--- config.mk ---
export PLATFORM = sky130hd
export DESIGN_NAME = dsp_mac_ctrl
export DESIGN_NICKNAME = d
export VERILOG_FILES = /design/src/rtl/dsp_ctrl_pkg.sv /design/src/rtl/dsp_mac_ctrl_pipe.sv /design/src/rtl/dsp_mac_ctrl.sv
export SDC_FILE = /design/constraint.sdc
export NUM_CORES = 1
export LEC_CHECK = 0
export ABC_AREA = 1
export CORE_ASPECT_RATIO = 1.25
export CORE_MARGIN = 8
export CORE_UTILIZATION = 59
export CTS_CLUSTER_SIZE = 30
export DETAILED_ROUTE_END_ITERATION = 8
export HOLD_SLACK_MARGIN = 0.06
export PLACE_DENSITY = 0.85
export SYNTH_ARGS = -nofsm -noshare
export SYNTH_HDL_FRONTEND = slang
export SYNTH_HIERARCHICAL = 1
export SYNTH_SLANG_ARGS = --single-unit
--- constraint.sdc ---
create_clock -name CLK -period 3.57 [get_ports CLK]
set_input_delay 0.8925 -clock CLK [delete_from_list [all_inputs] [get_ports CLK]]
set_output_delay 0.8925 -clock CLK [all_outputs]
set_load 0.02 [all_outputs]
--- src/rtl/dsp_ctrl_pkg.sv ---
// Shared definitions for the DSP slice MAC sequencer.
// Latency helpers derive pipeline depth from the slice register options.
// No flow control lives here; constants and pure functions only.
package dsp_ctrl_pkg;

  // Sequencer state encoding, kept as plain constants for legacy tools.
  typedef logic [2:0] state_t;

  localparam state_t ST_IDLE  = 3'd0;
  localparam state_t ST_CLEAR = 3'd1;
  localparam state_t ST_FEED  = 3'd2;
  localparam state_t ST_DRAIN = 3'd3;
  localparam state_t ST_ABRT  = 3'd4;

  // Input-stage latency: the slower of the A and B register paths.
  function automatic int calc_la(input int areg, input int breg);
    return (areg > breg) ? areg : breg;
  endfunction

  // Total cycles from an accepted beat until its product is folded into P.
  function automatic int calc_d(input int areg, input int breg,
                                input int mreg, input int preg);
    return calc_la(areg, breg) + mreg + preg;
  endfunction

  // DONE can never coincide with the accepting cycle, so it waits at least one.
  function automatic int done_delay(input int d);
    return (d < 1) ? 1 : d;
  endfunction

endpackage

--- src/rtl/dsp_mac_ctrl_pipe.sv ---
// Token shift register that follows each accepted beat through the slice pipe.
// Latency: CEM/CEP taps fire LA / LA+MREG cycles after accept; last flag exits after DEPTH.
// No backpressure: tokens advance every cycle; flush clears every stage at once.
module dsp_token_pipe #(
  parameter int DEPTH   = 3,
  parameter int CEM_TAP = 1,
  parameter int CEP_TAP = 2,
  parameter int USE_CEM = 1,
  parameter int USE_CEP = 1
) (
  input  logic CLK,
  input  logic RSTN,
  input  logic accept_i,
  input  logic last_i,
  input  logic flush_i,
  output logic cem_o,
  output logic cep_o,
  output logic last_exit_o
);

  // Stage i holds a token that was accepted i+1 cycles ago.
  logic [DEPTH-1:0] tok_q, tok_d;
  logic [DEPTH-1:0] last_q, last_d;

  // Shift every cycle; the last-beat tag travels with its token.
  always_comb begin
    tok_d  = '0;
    last_d = '0;
    if (!flush_i) begin
      tok_d[0]  = accept_i;
      last_d[0] = accept_i & last_i;
      for (int i = 1; i < DEPTH; i++) begin
        tok_d[i]  = tok_q[i-1];
        last_d[i] = last_q[i-1];
      end
    end
  end

  // Pipe registers, cleared on reset so no stale enables survive.
  always_ff @(posedge CLK) begin
    if (!RSTN) begin
      tok_q  <= '0;
      last_q <= '0;
    end else begin
      tok_q  <= tok_d;
      last_q <= last_d;
    end
  end

  // Tap 0 means the stage enable coincides with the accepting cycle.
  generate
    if (USE_CEM == 0) begin : g_no_cem
      assign cem_o = 1'b0;
    end else if (CEM_TAP == 0) begin : g_cem_now
      assign cem_o = accept_i;
    end else begin : g_cem_tap
      assign cem_o = tok_q[CEM_TAP-1];
    end

    if (USE_CEP == 0) begin : g_no_cep
      assign cep_o = 1'b0;
    end else if (CEP_TAP == 0) begin : g_cep_now
      assign cep_o = accept_i;
    end else begin : g_cep_tap
      assign cep_o = tok_q[CEP_TAP-1];
    end
  endgenerate

  // The final product is visible once its tagged token leaves the last stage.
  assign last_exit_o = tok_q[DEPTH-1] & last_q[DEPTH-1];

endmodule

--- src/rtl/dsp_mac_ctrl.sv ---
// Sequencer for a DSP slice multiply-accumulate burst of LEN beats into P.
// Latency: CLEAR takes 1 cycle; DONE pulses max(D,1) cycles after the last accept.
// Backpressure: IN_READY high only in FEED; IN_VALID low inserts bubbles, ABORT cancels.
module dsp_mac_ctrl #(
  parameter int AREG  = 1,
  parameter int BREG  = 1,
  parameter int MREG  = 1,
  parameter int PREG  = 1,
  parameter int LEN_W = 8
) (
  input  logic             CLK,
  input  logic             RSTN,
  input  logic             START,
  input  logic [LEN_W-1:0] LEN,
  input  logic             ABORT,
  input  logic             IN_VALID,
  output logic             IN_READY,
  output logic             CEA,
  output logic             CEB,
  output logic             CEM,
  output logic             CEP,
  output logic             RSTP,
  output logic             BUSY,
  output logic             DONE
);

  import dsp_ctrl_pkg::*;

  localparam int LA = calc_la(AREG, BREG);
  localparam int D  = calc_d(AREG, BREG, MREG, PREG);
  localparam int DD = done_delay(D);

  state_t           state_q, state_d;
  logic [LEN_W-1:0] len_q, len_d;
  logic [LEN_W-1:0] cnt_q, cnt_d;

  logic in_ready_c, accept_c, last_beat_c, flush_c;
  logic cea_c, ceb_c, cem_c, cep_c, rstp_c, busy_c, done_c;
  logic pipe_cem, pipe_cep, pipe_last;

  // Handshake and abort decode, kept outside the FSM block so the
  // zero-latency pipe taps do not form a combinational loop through it.
  assign in_ready_c  = (state_q == ST_FEED) && !ABORT;
  assign accept_c    = in_ready_c && IN_VALID;
  assign last_beat_c = accept_c && (cnt_q == len_q - LEN_W'(1));
  assign flush_c     = ABORT && ((state_q == ST_CLEAR) ||
                                 (state_q == ST_FEED)  ||
                                 (state_q == ST_DRAIN));

  dsp_token_pipe #(
    .DEPTH  (DD),
    .CEM_TAP(LA),
    .CEP_TAP(LA + MREG),
    .USE_CEM(MREG),
    .USE_CEP(PREG)
  ) u_pipe (
    .CLK        (CLK),
    .RSTN       (RSTN),
    .accept_i   (accept_c),
    .last_i     (last_beat_c),
    .flush_i    (flush_c),
    .cem_o      (pipe_cem),
    .cep_o      (pipe_cep),
    .last_exit_o(pipe_last)
  );

  // Next-state and slice-control decode; an abort cycle drives no enables.
  always_comb begin
    state_d = state_q;
    len_d   = len_q;
    cnt_d   = cnt_q;
    cea_c   = 1'b0;
    ceb_c   = 1'b0;
    cem_c   = 1'b0;
    cep_c   = 1'b0;
    rstp_c  = 1'b0;
    busy_c  = 1'b0;
    done_c  = 1'b0;
    case (state_q)
      ST_IDLE: begin
        if (START && !ABORT) begin
          len_d   = LEN;
          cnt_d   = '0;
          state_d = ST_CLEAR;
        end
      end
      ST_CLEAR: begin
        busy_c = 1'b1;
        if (ABORT) begin
          state_d = ST_ABRT;
        end else begin
          // P sits behind a gated clock, so its reset needs CEP too.
          rstp_c  = 1'b1;
          cep_c   = 1'b1;
          state_d = (len_q != '0) ? ST_FEED : ST_DRAIN;
        end
      end
      ST_FEED: begin
        busy_c = 1'b1;
        if (ABORT) begin
          state_d = ST_ABRT;
        end else begin
          cem_c = pipe_cem;
          cep_c = pipe_cep;
          if (accept_c) begin
            cea_c = (AREG != 0);
            ceb_c = (BREG != 0);
            cnt_d = cnt_q + LEN_W'(1);
            if (last_beat_c) begin
              state_d = ST_DRAIN;
            end
          end
        end
      end
      ST_DRAIN: begin
        busy_c = 1'b1;
        if (ABORT) begin
          state_d = ST_ABRT;
        end else begin
          cem_c = pipe_cem;
          cep_c = pipe_cep;
          // An empty burst has no token to wait for; DONE follows CLEAR directly.
          if ((len_q == '0) || pipe_last) begin
            done_c  = 1'b1;
            busy_c  = 1'b0;
            cnt_d   = '0;
            state_d = ST_IDLE;
          end
        end
      end
      ST_ABRT: begin
        // Leave P cleared so a cancelled burst never looks like a result.
        rstp_c  = 1'b1;
        cep_c   = 1'b1;
        busy_c  = 1'b1;
        cnt_d   = '0;
        state_d = ST_IDLE;
      end
      default: begin
        state_d = ST_IDLE;
        cnt_d   = '0;
      end
    endcase
  end

  // State, latched length and beat counter; reset returns to IDLE.
  always_ff @(posedge CLK) begin
    if (!RSTN) begin
      state_q <= ST_IDLE;
      len_q   <= '0;
      cnt_q   <= '0;
    end else begin
      state_q <= state_d;
      len_q   <= len_d;
      cnt_q   <= cnt_d;
    end
  end

  // Hold every output low while reset is asserted, even before the first edge.
  assign IN_READY = RSTN & in_ready_c;
  assign CEA      = RSTN & cea_c;
  assign CEB      = RSTN & ceb_c;
  assign CEM      = RSTN & cem_c;
  assign CEP      = RSTN & cep_c;
  assign RSTP     = RSTN & rstp_c;
  assign BUSY     = RSTN & busy_c;
  assign DONE     = RSTN & done_c;

endmodule

==> results.cfg, run 1 <==
[logic_synthesis]
synth_commonest_cells = 58 x nand2_1, 39 x inv_1, 35 x nor2_1, 25 x dfxtp_1, 16 x a21oi_1
ys_ff_latch = 25
synthFlopType = dfxtp_1
yosysTopAreaCellShare_pct = 31.2
synth_area_per_cell_um2 = 6.35
yosys.area.top_type = dfxtp_1
synth.area.top_cells = dfxtp_1 31%, nand2_1 14%, inv_1 9.1%
synth_area_um2 = 1610
synthCells = 253
synth.most_common_cell = nand2_1
seq_area_frac_synth_pct = 31.2
synthArstFlopShare_pct = 0
syn_nets = 269
synth_edf_count = 0
synth.distinct_cells = 32
ys.warnings.count = 6

[setup_path]
r2r_setup_slack_ns = 1.59
critPathArrivalTime_ns = 2.49
end_kind = output pin
r2r-start = len_q[0]$_SDFFE_PN0P_
path_class = in -> out
critPathLaunchType = input pin
crit_path_max_incr_delay_ns = 0.62
cpMostUsedCell = clkdlybuf4s50_1
required_ns = 2.68
reg2reg_depth = 9
reg2reg_to = cnt_q[7]$_SDFFE_PN0P_
slowest_stage = clkdlybuf4s50_1
worstPathCellList = clkdlybuf4s50_1, inv_2, nor2_2, nor3_1, a21oi_1, clkdlybuf4s50_1
critical_path_peak_fanout = 8

[grt]
grt_pass1_wl_um = 6470
grt_start_max_net_pins = 15
grt_overflow_total = 0
grt_pass1_vias = 1581
gr-usage-all-layers_pct = 16.6
antenna_found_initial = 0

[min_path]
hold_path_class = reg -> reg
min-delay-start = u_pipe/last_q[1]$_SDFF_PP0_
min_to = u_pipe/last_q[2]$_SDFF_PP0_
holdPathStages = 2

[placement]
dp_hpwl_um = 2880
pre_cts_ws_ns = 0.189
gp_congestion = 0.934
portBuffers = 20

[floorplanning]
core_area_um2 = 2630
rows = 21
die_area_um2 = 4660
die_w_um = 62.7
start_util_pct = 61.1
die_h_um = 74.3
design.portCount = 21

[cells_and_area]
nFillCells = 233
nets = 289
synthToLayoutAreaGrowth_pct = 15.4
drive_above_1_share_pct = 8.09
antenna_cells = 0

[pwr]
p_per_area_nw_per_um2 = 565
p_switching_uw = 484
p_clk_share_pct = 11.9
intPower_uw = 563
ir_drop_mv = 0.342
leakage_nw = 0.839
seqPwrFrac_pct = 35.0
finalPower_mw = 1.05
swShare_pct = 46.2
power_frac_comb_pct = 53.1

[routing]
detail_route.wl_per_cell_um = 11.8
drt_iter0_drc = 47
first_pass_iters = 4
route.vias.total = 1598
avgViaCountPerCell = 5.22
wirelength_um = 3620
ant_nets = 0
drcViolationCount = 0

[sta]
period_needed_ns = 3.38
setup_viol = 0
setup_slack_ns = 0.186
skew_ns = 0.0101
rsz0062_at_grt = no
slew_viol_final = 0
post-route-period-util_pct = 94.8
maxClockFrequency_mhz = 296
maxSlewHeadroom_pct = 67.9
hold_viol_final = 0
worst_pin_slew_ns = 0.477
tns_ns = 0

[cts]
cts_sinks = 25
root_buffer = clkbuf_4
ctsResizeCount = 0
cts_buffers = 3
tritoncts = yes
cts_setup_buffers = 0
ctsHoldBuffers = 0
worstSkewPairLatency_ns = 0.32
clock_path_buffers = 2
clk_pin_slew_ns = 0.14
htreeDepth = 1

[run]
max-cap-violations = 0

[run_status]
run_status = completed
==> per-layer routing <==
metal  wire (µm)  vias up  global-route usage (%)
met3         136        8                    3.16
met2        1820       37                    31.3
met4          90        0                    7.11
met1        1580      718                    17.9
met5           0        -                       0
li1            -      835                       -
==> layout make-up <==
| class | count | area (µm²) | area share [%] |
|---|---|---|---|
| Inverter | 42 | 158 | 8.50 |
| Timing Repair Buffer | 23 | 223 | 12.0 |
| Sequential cell | 25 | 500 | 27.0 |
| Clock buffer | 3 | 22.5 | 1.21 |
| Clock inverter | 1 | 5.00 | 0.270 |
| Tap cell | 34 | 42.5 | 2.29 |
| Multi-Input combinational cell | 178 | 903 | 48.7 |
==> power groups by stage <==
| stage | clock network [mW] | logic [mW] | registers (mW) |
|---|---|---|---|
| 3_5_place_dp | 0 | 0.554 | 0.369 |
| 4_1_cts | 0.129 | 0.557 | 0.363 |
| 3_3_place_gp | 0 | 0.540 | 0.368 |
| 6_report | 0.125 | 0.556 | 0.366 |
| 5_1_grt | 0.137 | 0.636 | 0.370 |
| 2_1_floorplan | 0 | 0.450 | 0.357 |
==> metrics by stage <==
stage          cell area, µm²  utilization (%)  hold WS, ns  cells
2_1_floorplan            1610                -        0.394    253
3_3_place_gp             1830             69.5        0.397    302
3_5_place_dp             1830             69.5        0.401    302
4_1_cts                  1850             70.6        0.420    306
5_1_grt                  1850             70.6        0.435    306
6_report                 1850             70.6        0.418    306
==> flip-flops by register name (all words and copies together), names as in the netlist <==
signal	flops
len_q	8
state_q	3
u_pipe/tok_q	3
cnt_q	8
u_pipe/last_q	3
==> how the worst max path moves through the flow <==
stage,end,from,cells after the start
floorplan,CEB,ABORT,4
global placement,BUSY,ABORT,6
detailed placement,BUSY,ABORT,6
CTS,BUSY,ABORT,6
global route,CEA,ABORT,5
finish,BUSY,ABORT,6
==> cells in the final DEF, fill, tap and decap left out, drive strengths merged, types with 6 or more instances in the layout <==
| cell type | n |
|---|---|
| a21oi | 16 |
| clkdlybuf4s50 | 20 |
| dfxtp | 25 |
| inv | 41 |
| nand2 | 61 |
| nand3 | 12 |
| nand4 | 6 |
| nor2 | 39 |
| nor3 | 7 |
| o21ai | 13 |
| xor2 | 7 |
==> worst max-delay path, delay by kind of cell <==
kind | cells | cell delay [ns]
simple gates | 2 | 0.25
compound gates | 1 | 0.12
buf+inv | 3 | 1.22
==> kinds of logic after synthesis <==
kind of cell	share of synthesized area (%)
and+or+nand+nor	37.5
buffers and inverters	12.6
AOI/OAI and AO/OA	11.0
DFF	31.2
xor gates and xnor gates	5.45
adders and majority gates	2.34
Power figures use the tool's default switching activity.
==> run 2, diff against run 1 <==
Settings changed: CORE_UTILIZATION 59 to 49, PLACE_DENSITY 0.85 to 0.75.
Clock period 3.57 ns to 3.1 ns, I/O delays scaled along.
==> results.cfg, run 2 (synthesis gave the netlist of run 1 again) <==
[grt]
grt_overflow_total = 0
grt_pass1_wl_um = 6630
gr-usage-all-layers_pct = 15.3
antenna_found_initial = 0
grt_start_max_net_pins = 15
grt_pass1_vias = 1551

[placement]
dp_hpwl_um = 3030
portBuffers = 20
gp_congestion = 0.895
pre_cts_ws_ns = -0.0440
place_inst = 313

[cells_and_area]
final_cells = 317
nFillCells = 316
final_cell_mix = 58 x nand2_1, 39 x inv_1, 35 x nor2_1, 25 x dfxtp_1, 16 x a21oi_1
antenna_cells = 0
reg_top3 = cnt_q x8, len_q x8
synthToLayoutAreaGrowth_pct = 20.9
drive_above_1_share_pct = 10.7
final_common_cell = nand2_1
nets = 297

[floorplanning]
core_area_um2 = 3170
rows = 23
design.portCount = 21
die_w_um = 67.2
die_h_um = 80.0
start_util_pct = 50.8
die_area_um2 = 5380

[sta]
setup_slack_ns = 0.188
period_needed_ns = 2.91
hold_viol_final = 0
rsz0062_at_grt = no
post-route-period-util_pct = 93.9
tns_ns = 0
setup_viol = 0
worst_pin_slew_ns = 0.479
slew_viol_final = 0
skew_ns = 0.00634
maxClockFrequency_mhz = 343
maxSlewHeadroom_pct = 67.9

[setup_path]
required_ns = 2.32
critPathArrivalTime_ns = 2.14
path_class = in -> out
r2r_setup_slack_ns = 1.14
critical_path_peak_fanout = 4
critPathLaunchType = input pin
end_kind = output pin

[cts]
root_buffer = clkbuf_8
cts_setup_buffers = 0
htreeDepth = 1
tritoncts = yes
cts_sinks = 25
clock_path_buffers = 2
worstSkewPairLatency_ns = 0.27
ctsResizeCount = 3
clk_pin_slew_ns = 0.09
cts_buffers = 3
ctsHoldBuffers = 0

[run_status]
run_status = completed

[pwr]
swShare_pct = 44.7
p_per_area_nw_per_um2 = 647
seqPwrFrac_pct = 33.3
ir_drop_mv = 0.356
p_switching_uw = 561
power_frac_comb_pct = 51.3
p_clk_share_pct = 15.4
leakage_nw = 0.970
intPower_uw = 695
finalPower_mw = 1.26

[min_path]
hold_path_class = reg -> reg

[routing]
ant_nets = 0
first_pass_iters = 4
route.vias.total = 1603
avgViaCountPerCell = 5.06
drt_iter0_drc = 68
detail_route.wl_per_cell_um = 11.9
drcViolationCount = 0
wirelength_um = 3760

[run]
max-cap-violations = 0
run 2: changes by cell type in the layout (fill, tap and decap cells not counted), sizes merged:
cell	before	now
buf	3	11
clkdlybuf4s50	20	13
dlygate4sd2	0	3
dlymetal6s2s	0	4
run 2: layout make-up:
cell class,count,area [µm²],area share (%)
clock buffers,3,41.3,2.12
clock inverters,1,5.00,0.258
inverters,42,158,8.11
multi-input cells,178,903,46.5
flip-flops and latches,25,500,25.8
well taps,37,46.3,2.38
repair buffers,31,289,14.9
run 2: final timing paths:
path	depth (start not counted)	to	startpoint
setup / recovery	4	CEM	RSTN
hold / removal	2	u_pipe/last_q[2]$_SDFF_PP0_	u_pipe/last_q[1]$_SDFF_PP0_
setup reg to reg	10	cnt_q[4]$_SDFFE_PN0P_	len_q[0]$_SDFFE_PN0P_
hold reg to reg	2	u_pipe/last_q[2]$_SDFF_PP0_	u_pipe/last_q[1]$_SDFF_PP0_
run 2: per-layer routing:
layer / up-vias / wire [µm] / share of wire [%] / global-route usage, %
met1: 718 / 1610 / 43 / 17.4
met2: 35 / 1990 / 53 / 27.9
met3: 2 / 124 / 3.3 / 2.39
met4: 0 / 29 / 0.77 / 4.40
met5: - / 0 / 0 / 0
li1: 848 / - / - / -
run 2: critical path, stage by stage:
cell             delay [ns]
clkdlybuf4s50_1        0.48
inv_1                  0.08
nor3_1                 0.16
clkdlybuf4s50_1        0.64
run 2: stage by stage:
| step | instance area [µm²] | util, % | hold WS (ns) |
|---|---|---|---|
| 2_1_floorplan | 1610 | - | 0.394 |
| 3_3_place_gp | 1890 | 59.7 | 0.394 |
| 3_5_place_dp | 1890 | 59.7 | 0.406 |
| 4_1_cts | 1930 | 61.1 | 0.419 |
| 5_1_grt | 1940 | 61.4 | 0.443 |
| 6_report | 1940 | 61.4 | 0.414 |
run 2: power by group through the flow:
stage	clock, mW	combinational (mW)	sequential (mW)
after floorplan	0	0.518	0.412
after global placement	0	0.644	0.425
after detailed placement	0	0.649	0.425
after CTS	0.197	0.649	0.418
after global routing	0.217	0.728	0.426
final	0.193	0.645	0.418
